--- config.mk ---
export PLATFORM = sky130hd
export DESIGN_NAME = packet_builder
export DESIGN_NICKNAME = d
export VERILOG_FILES = /design/src/rtl/pkt_pkg.sv /design/src/rtl/seq_table.sv /design/src/rtl/packet_builder.sv
export SDC_FILE = /design/constraint.sdc
export NUM_CORES = 2
export LEC_CHECK = 0
export CORE_UTILIZATION = 59
export CTS_CLUSTER_SIZE = 16
export DETAILED_ROUTE_END_ITERATION = 12
export PLACE_DENSITY = 0.81
export SETUP_SLACK_MARGIN = 0.2
export SLEW_MARGIN = 15
export SYNTH_ARGS = -nofsm -noshare
export SYNTH_HDL_FRONTEND = slang
export SYNTH_SLANG_ARGS = --single-unit
--- constraint.sdc ---
create_clock -name clk -period 7.9 [get_ports clk]
set_clock_uncertainty 0.15 [all_clocks]
set_input_delay 1.58 -clock clk [delete_from_list [all_inputs] [get_ports clk]]
set_output_delay 1.58 -clock clk [all_outputs]
set_load 0.01 [all_outputs]
--- src/rtl/pkt_pkg.sv ---
// rtl/pkt_pkg.sv - shared types, sizes and header byte-swap helpers for packet_builder
//
// Purpose: FSM state enum, header/payload sizing constants, field widths and the
// byte-swap functions that put header fields on the wire low byte first.
// Ports: none (package).

package pkt_pkg;

    localparam int HDR_BYTES   = 8;
    localparam int MAX_PAYLOAD = 36;
    localparam int STREAM_W    = 4;
    localparam int WIRE_ID_W   = 16;
    localparam int SEQ_W       = 32;
    localparam int LEN_W       = 6;

    typedef enum logic [1:0] {
        IDLE    = 2'd0,
        HDR0    = 2'd1,
        HDR1    = 2'd2,
        PAYLOAD = 2'd3
    } state_e;

    // Header fields travel least-significant byte first inside a big-endian word.
    function automatic logic [15:0] swap16(input logic [15:0] v);
        return {v[7:0], v[15:8]};
    endfunction

    function automatic logic [31:0] swap32(input logic [31:0] v);
        return {v[7:0], v[15:8], v[23:16], v[31:24]};
    endfunction

endpackage

--- src/rtl/seq_table.sv ---
// rtl/seq_table.sv - per-stream 32-bit sequence counters with one read and one increment port
//
// Purpose: holds an independent sequence number per stream; combinational read,
// registered increment (wraps modulo 2^SEQ_W).
// Ports:
//   clk        - clock
//   reset_b    - asynchronous active-low reset, clears every counter
//   rd_idx_i   - stream index to read
//   rd_data_o  - current counter of rd_idx_i
//   inc_i      - increment strobe
//   inc_idx_i  - stream index to increment

module seq_table #(
    parameter int NUM_STREAMS = 16,
    parameter int IDX_W       = 4,
    parameter int SEQ_W       = 32
) (
    input  logic             clk,
    input  logic             reset_b,
    input  logic [IDX_W-1:0] rd_idx_i,
    output logic [SEQ_W-1:0] rd_data_o,
    input  logic             inc_i,
    input  logic [IDX_W-1:0] inc_idx_i
);

    logic [SEQ_W-1:0] cnt_q [NUM_STREAMS];

    always_ff @(posedge clk or negedge reset_b) begin
        if (!reset_b) begin
            for (int i = 0; i < NUM_STREAMS; i++) begin
                cnt_q[i] <= '0;
            end
        end else if (inc_i) begin
            cnt_q[inc_idx_i] <= cnt_q[inc_idx_i] + SEQ_W'(1);
        end
    end

    assign rd_data_o = cnt_q[rd_idx_i];

endmodule

--- src/rtl/packet_builder.sv ---
// rtl/packet_builder.sv - serialises message descriptors into 32-bit header+payload packet words
//
// Purpose: accepts one descriptor in IDLE, then emits HDR0 (length, stream ID),
// HDR1 (per-stream sequence number) and ceil(len/4) payload words, with a
// valid/ready handshake on the output. Oversized descriptors are dropped with
// a one-cycle lenError pulse.
// Ports:
//   clk, reset_b            - clock, asynchronous active-low reset
//   msgIn_val/msgIn_ready   - descriptor handshake
//   msgIn_stream            - 4-bit stream index
//   msgIn_len               - payload byte count
//   msgIn_data              - payload, byte b at bits [8b:8b+7]
//   dataOut/_val/_ready/_last - output word stream
//   lenError                - pulse after an illegal-length descriptor is dropped

module packet_builder #(
    parameter int MAX_PAYLOAD = pkt_pkg::MAX_PAYLOAD,
    parameter int NUM_STREAMS = 16
) (
    input  logic                          clk,
    input  logic                          reset_b,
    input  logic                          msgIn_val,
    output logic                          msgIn_ready,
    input  logic [pkt_pkg::STREAM_W-1:0]  msgIn_stream,
    input  logic [pkt_pkg::LEN_W-1:0]     msgIn_len,
    input  logic [0:8*MAX_PAYLOAD-1]      msgIn_data,
    output logic [31:0]                   dataOut,
    output logic                          dataOut_val,
    input  logic                          dataOut_ready,
    output logic                          dataOut_last,
    output logic                          lenError
);

    import pkt_pkg::*;

    localparam logic [LEN_W-1:0] MAX_LEN = LEN_W'(MAX_PAYLOAD);

    state_e                    state_q, state_d;
    logic                      live_q;
    logic                      len_err_q;
    logic [STREAM_W-1:0]       stream_q;
    logic [LEN_W-1:0]          len_q;
    logic [0:8*MAX_PAYLOAD-1]  data_q;
    logic [SEQ_W-1:0]          seq_q;
    logic [3:0]                widx_q, widx_d;

    logic                      accept;
    logic                      drop;
    logic                      seq_inc;
    logic [SEQ_W-1:0]          seq_rd;
    logic [15:0]               hdr_len;
    logic [WIRE_ID_W-1:0]      wire_id;
    logic [3:0]                last_idx;
    logic [31:0]               raw_word;
    logic [31:0]               pay_word;

    seq_table #(
        .NUM_STREAMS(NUM_STREAMS),
        .IDX_W      (STREAM_W),
        .SEQ_W      (SEQ_W)
    ) u_seq_table (
        .clk      (clk),
        .reset_b  (reset_b),
        .rd_idx_i (msgIn_stream),
        .rd_data_o(seq_rd),
        .inc_i    (seq_inc),
        .inc_idx_i(stream_q)
    );

    assign hdr_len  = 16'(len_q) + 16'(HDR_BYTES);
    assign wire_id  = WIRE_ID_W'(stream_q);
    // Index of the final payload word: ceil(len/4) - 1.
    assign last_idx = len_q[5:2] + {3'b000, |len_q[1:0]} - 4'd1;
    assign raw_word = data_q[{widx_q, 5'd0} +: 32];

    // Bytes past the message length are zeroed rather than leaking stale data.
    always_comb begin
        pay_word = '0;
        for (int i = 0; i < 4; i++) begin
            if ({widx_q, 2'(i)} < len_q) begin
                pay_word[31-8*i -: 8] = raw_word[31-8*i -: 8];
            end
        end
    end

    // live_q holds msgIn_ready low until the first clock edge after reset release.
    assign msgIn_ready = live_q && (state_q == IDLE);
    assign lenError    = len_err_q;

    always_comb begin
        state_d      = state_q;
        widx_d       = widx_q;
        accept       = 1'b0;
        drop         = 1'b0;
        seq_inc      = 1'b0;
        dataOut      = '0;
        dataOut_val  = 1'b0;
        dataOut_last = 1'b0;
        case (state_q)
            IDLE: begin
                if (live_q && msgIn_val) begin
                    if (msgIn_len <= MAX_LEN) begin
                        accept  = 1'b1;
                        widx_d  = '0;
                        state_d = HDR0;
                    end else begin
                        drop = 1'b1;
                    end
                end
            end
            HDR0: begin
                dataOut_val = 1'b1;
                dataOut     = {swap16(hdr_len), swap16(wire_id)};
                if (dataOut_ready) begin
                    state_d = HDR1;
                end
            end
            HDR1: begin
                dataOut_val  = 1'b1;
                dataOut      = swap32(seq_q);
                dataOut_last = (len_q == '0);
                if (dataOut_ready) begin
                    if (len_q == '0) begin
                        state_d = IDLE;
                        seq_inc = 1'b1;
                    end else begin
                        state_d = PAYLOAD;
                    end
                end
            end
            PAYLOAD: begin
                dataOut_val  = 1'b1;
                dataOut      = pay_word;
                dataOut_last = (widx_q == last_idx);
                if (dataOut_ready) begin
                    if (widx_q == last_idx) begin
                        state_d = IDLE;
                        seq_inc = 1'b1;
                    end else begin
                        widx_d = widx_q + 4'd1;
                    end
                end
            end
            default: state_d = IDLE;
        endcase
    end

    always_ff @(posedge clk or negedge reset_b) begin
        if (!reset_b) begin
            state_q   <= IDLE;
            live_q    <= 1'b0;
            len_err_q <= 1'b0;
            stream_q  <= '0;
            len_q     <= '0;
            data_q    <= '0;
            seq_q     <= '0;
            widx_q    <= '0;
        end else begin
            state_q   <= state_d;
            widx_q    <= widx_d;
            live_q    <= 1'b1;
            len_err_q <= drop;
            if (accept) begin
                stream_q <= msgIn_stream;
                len_q    <= msgIn_len;
                data_q   <= msgIn_data;
                seq_q    <= seq_rd;
            end
        end
    end

endmodule

==> flow_summary.ini <==
[status]
outcome = completed

[synthesis]
yosysSeqAreaShare_pct = 50.4
syn_area_sq_um = 42200
synth_top_area_cell = dfrtp_1
synthAdderAreaFrac_pct = 0.356
synth_compound_area_share_pct = 7.86
synth_top_family_by_area = multiplexers
syn-num-nets = 4228
synth.distinct_cells = 64
synth_edf_count = 0
synth_top_area_share_pct = 50.4
netlist_top_cells_area = dfrtp_1 50%, mux4_2 18%, nand2_1 13%
synth_xor_area_share_pct = 1.07
synth_seq_cells = 850
synthArstFlopShare_pct = 100
netlist_instances = 3914
yosysWarningCount = 0
synth_simple_gate_area_share_pct = 15.1
avgSynthCellArea_sq_um = 10.8
synthFlopType = dfrtp_1
synthMuxAreaShare_pct = 21.5

[routing]
via_per_inst = 6.54
drc = 0
drtIter0Drc = 4675
vias = 33264
antenna_left = 0
first_pass_iters = 6
wl_per_cell_microns = 25.5
routed_wirelength_microns = 130000

[job]
maxCapViolations = 0

[timing]
setup_slack_ns = 1.72
drv_slew = 0
fmax_mhz = 162
setup_viol = 0
post-route-min-period_ns = 6.18
finalSetupTns_ns = 0
hold_violations = 0
tightest_slew_ns = 1.21
slew_headroom_pct = 18.8
fin_crit_sh_pct = 78.2
rsz0062_at_grt = false

[setup_path]
path_buf_inv = 3
critPathKind = flop to output port
startpoint = widx_q[0]$_DFFE_PN0P_
arrival_ns = 4.45
cp-end-kind = output port
cpLargestDelayFamily = buffers and inverters
critPathMaxFanout = 44
r2r_start = stream_q[0]$_DFFE_PN0P_
cp_slowest_stage_delay_ns = 1.01
crit_path_top_delay_cell = dfrtp_4
critPathLaunchType = flop
crit_chain = buf_4 -> mux4_2 -> mux2i_1 -> o21ai_0 -> a222oi_1 -> inv_1 -> clkdlybuf4s50_1
crit_required_ns = 6.17

[grt]
grt_max_degree = 227
grt_pass1_vias = 33239
grt.total_usage_pct = 35.9
grt_antenna_before_repair = 5
grt_pass1_wl_microns = 198000
grt-ovfl-total = 0

[placed_design]
gp_congestion = 0.974
portBuffers = 337
dpl_worst_slack_ns = 2.38
place_hpwl_microns = 79800
place_area_sq_um = 45900

[floorplan]
die_w_microns = 269
core_area_sq_um = 70400
io_pins = 338
fp-row-count = 97
fp.dieH_microns = 269
start_util_pct = 59.9
dieArea_sq_um = 72600

[power]
power.leakage_nw = 22.2
power_per_cell_area_nw_per_um2 = 275
max-vdd-ir-drop_mv = 0.221

[finish]
finalNetCount = 4388
utilization_pct = 69.7
syn_to_final_growth_pct = 16.3
final_cell_area_sq_um = 49100
layout-drive-gt1-share_pct = 16.2

[clock_network]
clk_root_buffer_cell = clkbuf_16
cts_setup_buffers = 0
cts_resized = 0
clk_latency_ns = 0.68
clock_path_buffers = 3
cts_sinks = 850
cts_tree = done
holdBufCountCts = 0
path_clk_slew_ns = 0.06
h-tree-depth = 3
cts_buffers = 88

[min_path]
hold_path_class = flop to flop
worstHoldStart = data_q[80]$_DFFE_PN0P_
sequential cells by signal, summed over array words and instances (netlist names), 2 cells and up:
name,cells
stream_q,4
seq_q,32
data_q,288
widx_q,4
u_seq_table.cnt_q,512
state_q,2
len_q,6
cells in the mapped netlist, drive strengths merged, types with 3 or more instances:
| master | instances |
|---|---|
| nor2b | 7 |
| xnor2 | 15 |
| mux2i | 32 |
| clkbuf | 228 |
| a22oi | 57 |
| and2 | 4 |
| mux2 | 65 |
| nand3 | 24 |
| a22o | 24 |
| dfrtp | 850 |
| nand2 | 1462 |
| nand3b | 3 |
| inv | 21 |
| or3 | 6 |
| o21a | 4 |
| o21ai | 430 |
| ha | 12 |
| o22ai | 3 |
| nand4 | 16 |
| and3 | 6 |
| nor4 | 5 |
| buf | 91 |
| nor3 | 5 |
| mux4 | 355 |
| nand2b | 3 |
| a21oi | 65 |
| xor2 | 23 |
| nor2 | 73 |
| a222oi | 7 |
per-layer routing:
metal  wire (microns)  GRT usage (%)  up-vias
li1                 -              -    13895
met2            59600           54.2     2326
met1            45800           47.5    16587
met4             8570           21.7        4
met3            15800           8.96      452
met5               21              0        -
cells by family (layout without fill, tap and decap cells):
| group | after synthesis | count (layout) |
|---|---|---|
| DFF | 850 | 850 |
| adders and majority gates | 12 | 12 |
| and+or+nand+nor | 1623 | 1623 |
| buffers and inverters | 340 | 571 |
| other | 1 | 4 |
| muxes | 452 | 452 |
| xor gates and xnor gates | 38 | 38 |
| AOI/OAI and AO/OA | 598 | 598 |
layout make-up:
class,count,area [sq um]
clock buffers,119,2480
clock inverters,42,697
diodes,3,7.51
flip-flops and latches,850,21300
multi-input cells,2724,19500
well taps,940,1180
inverters,21,78.8
fillers,4718,21300
repair buffers,389,3850
per-stage QoR:
stage / cells / power, mW / hold slack, ns
2_1_floorplan: 3914 / 7.59 / 0.290
3_3_place_gp: 4924 / 8.86 / 0.302
3_5_place_dp: 4924 / 8.94 / 0.307
4_1_cts: 5085 / 13.5 / 0.322
5_1_grt: 5087 / 14.0 / 0.340
6_report: 5088 / 13.5 / 0.321
report_power, final:
part	internal (mW)	leakage [nW]	total [mW]	switching (mW)
combinational	1.54	9.10	3.44	1.90
clock	2.71	1.54	4.54	1.83
sequential	4.98	11.6	5.54	0.563
total	9.23	22.2	13.5	4.29
worst paths after layout:
check	slack, ns	cells past startpoint	to
setup / recovery	1.72	7	dataOut[29]
hold / removal	0.32	2	data_q[80]$_DFFE_PN0P_
setup reg to reg	2.83	10	u_seq_table.cnt_q[346]$_DFFE_PN0P_
hold reg to reg	0.32	2	data_q[80]$_DFFE_PN0P_
max in group asynchronous	5.14	2	stream_q[0]$_DFFE_PN0P_
min in group asynchronous	0.78	1	data_q[13]$_DFFE_PN0P_
cells in the final DEF (no fill, tap or decap), drive strengths merged, types with 5 or more instances in the layout:
master         netlist  layout
nand2             1462    1462
dfrtp              850     850
o21ai              430     430
mux4               355     355
clkdlybuf4s50        0     332
clkbuf             228     120
nor2                73      73
a21oi               65      65
mux2                65      65
a22oi               57      57
buf                 91      56
mux2i               32      32
a22o                24      24
inv                 21      24
nand3               24      24
xor2                23      23
clkinv               0      19
nand4               16      16
bufinv               0      15
xnor2               15      15
ha                  12      12
a222oi               7       7
nor2b                7       7
or3                  6       6
and3                 6       6
clkinvlp             0       5
nor4                 5       5
nor3                 5       5
worst min-delay path: stages, from the launching register on:
cell     delay (ns)
dfrtp_1        0.34
nand2_1        0.05
nand2_1        0.05
Power figures use the tool's default switching activity.
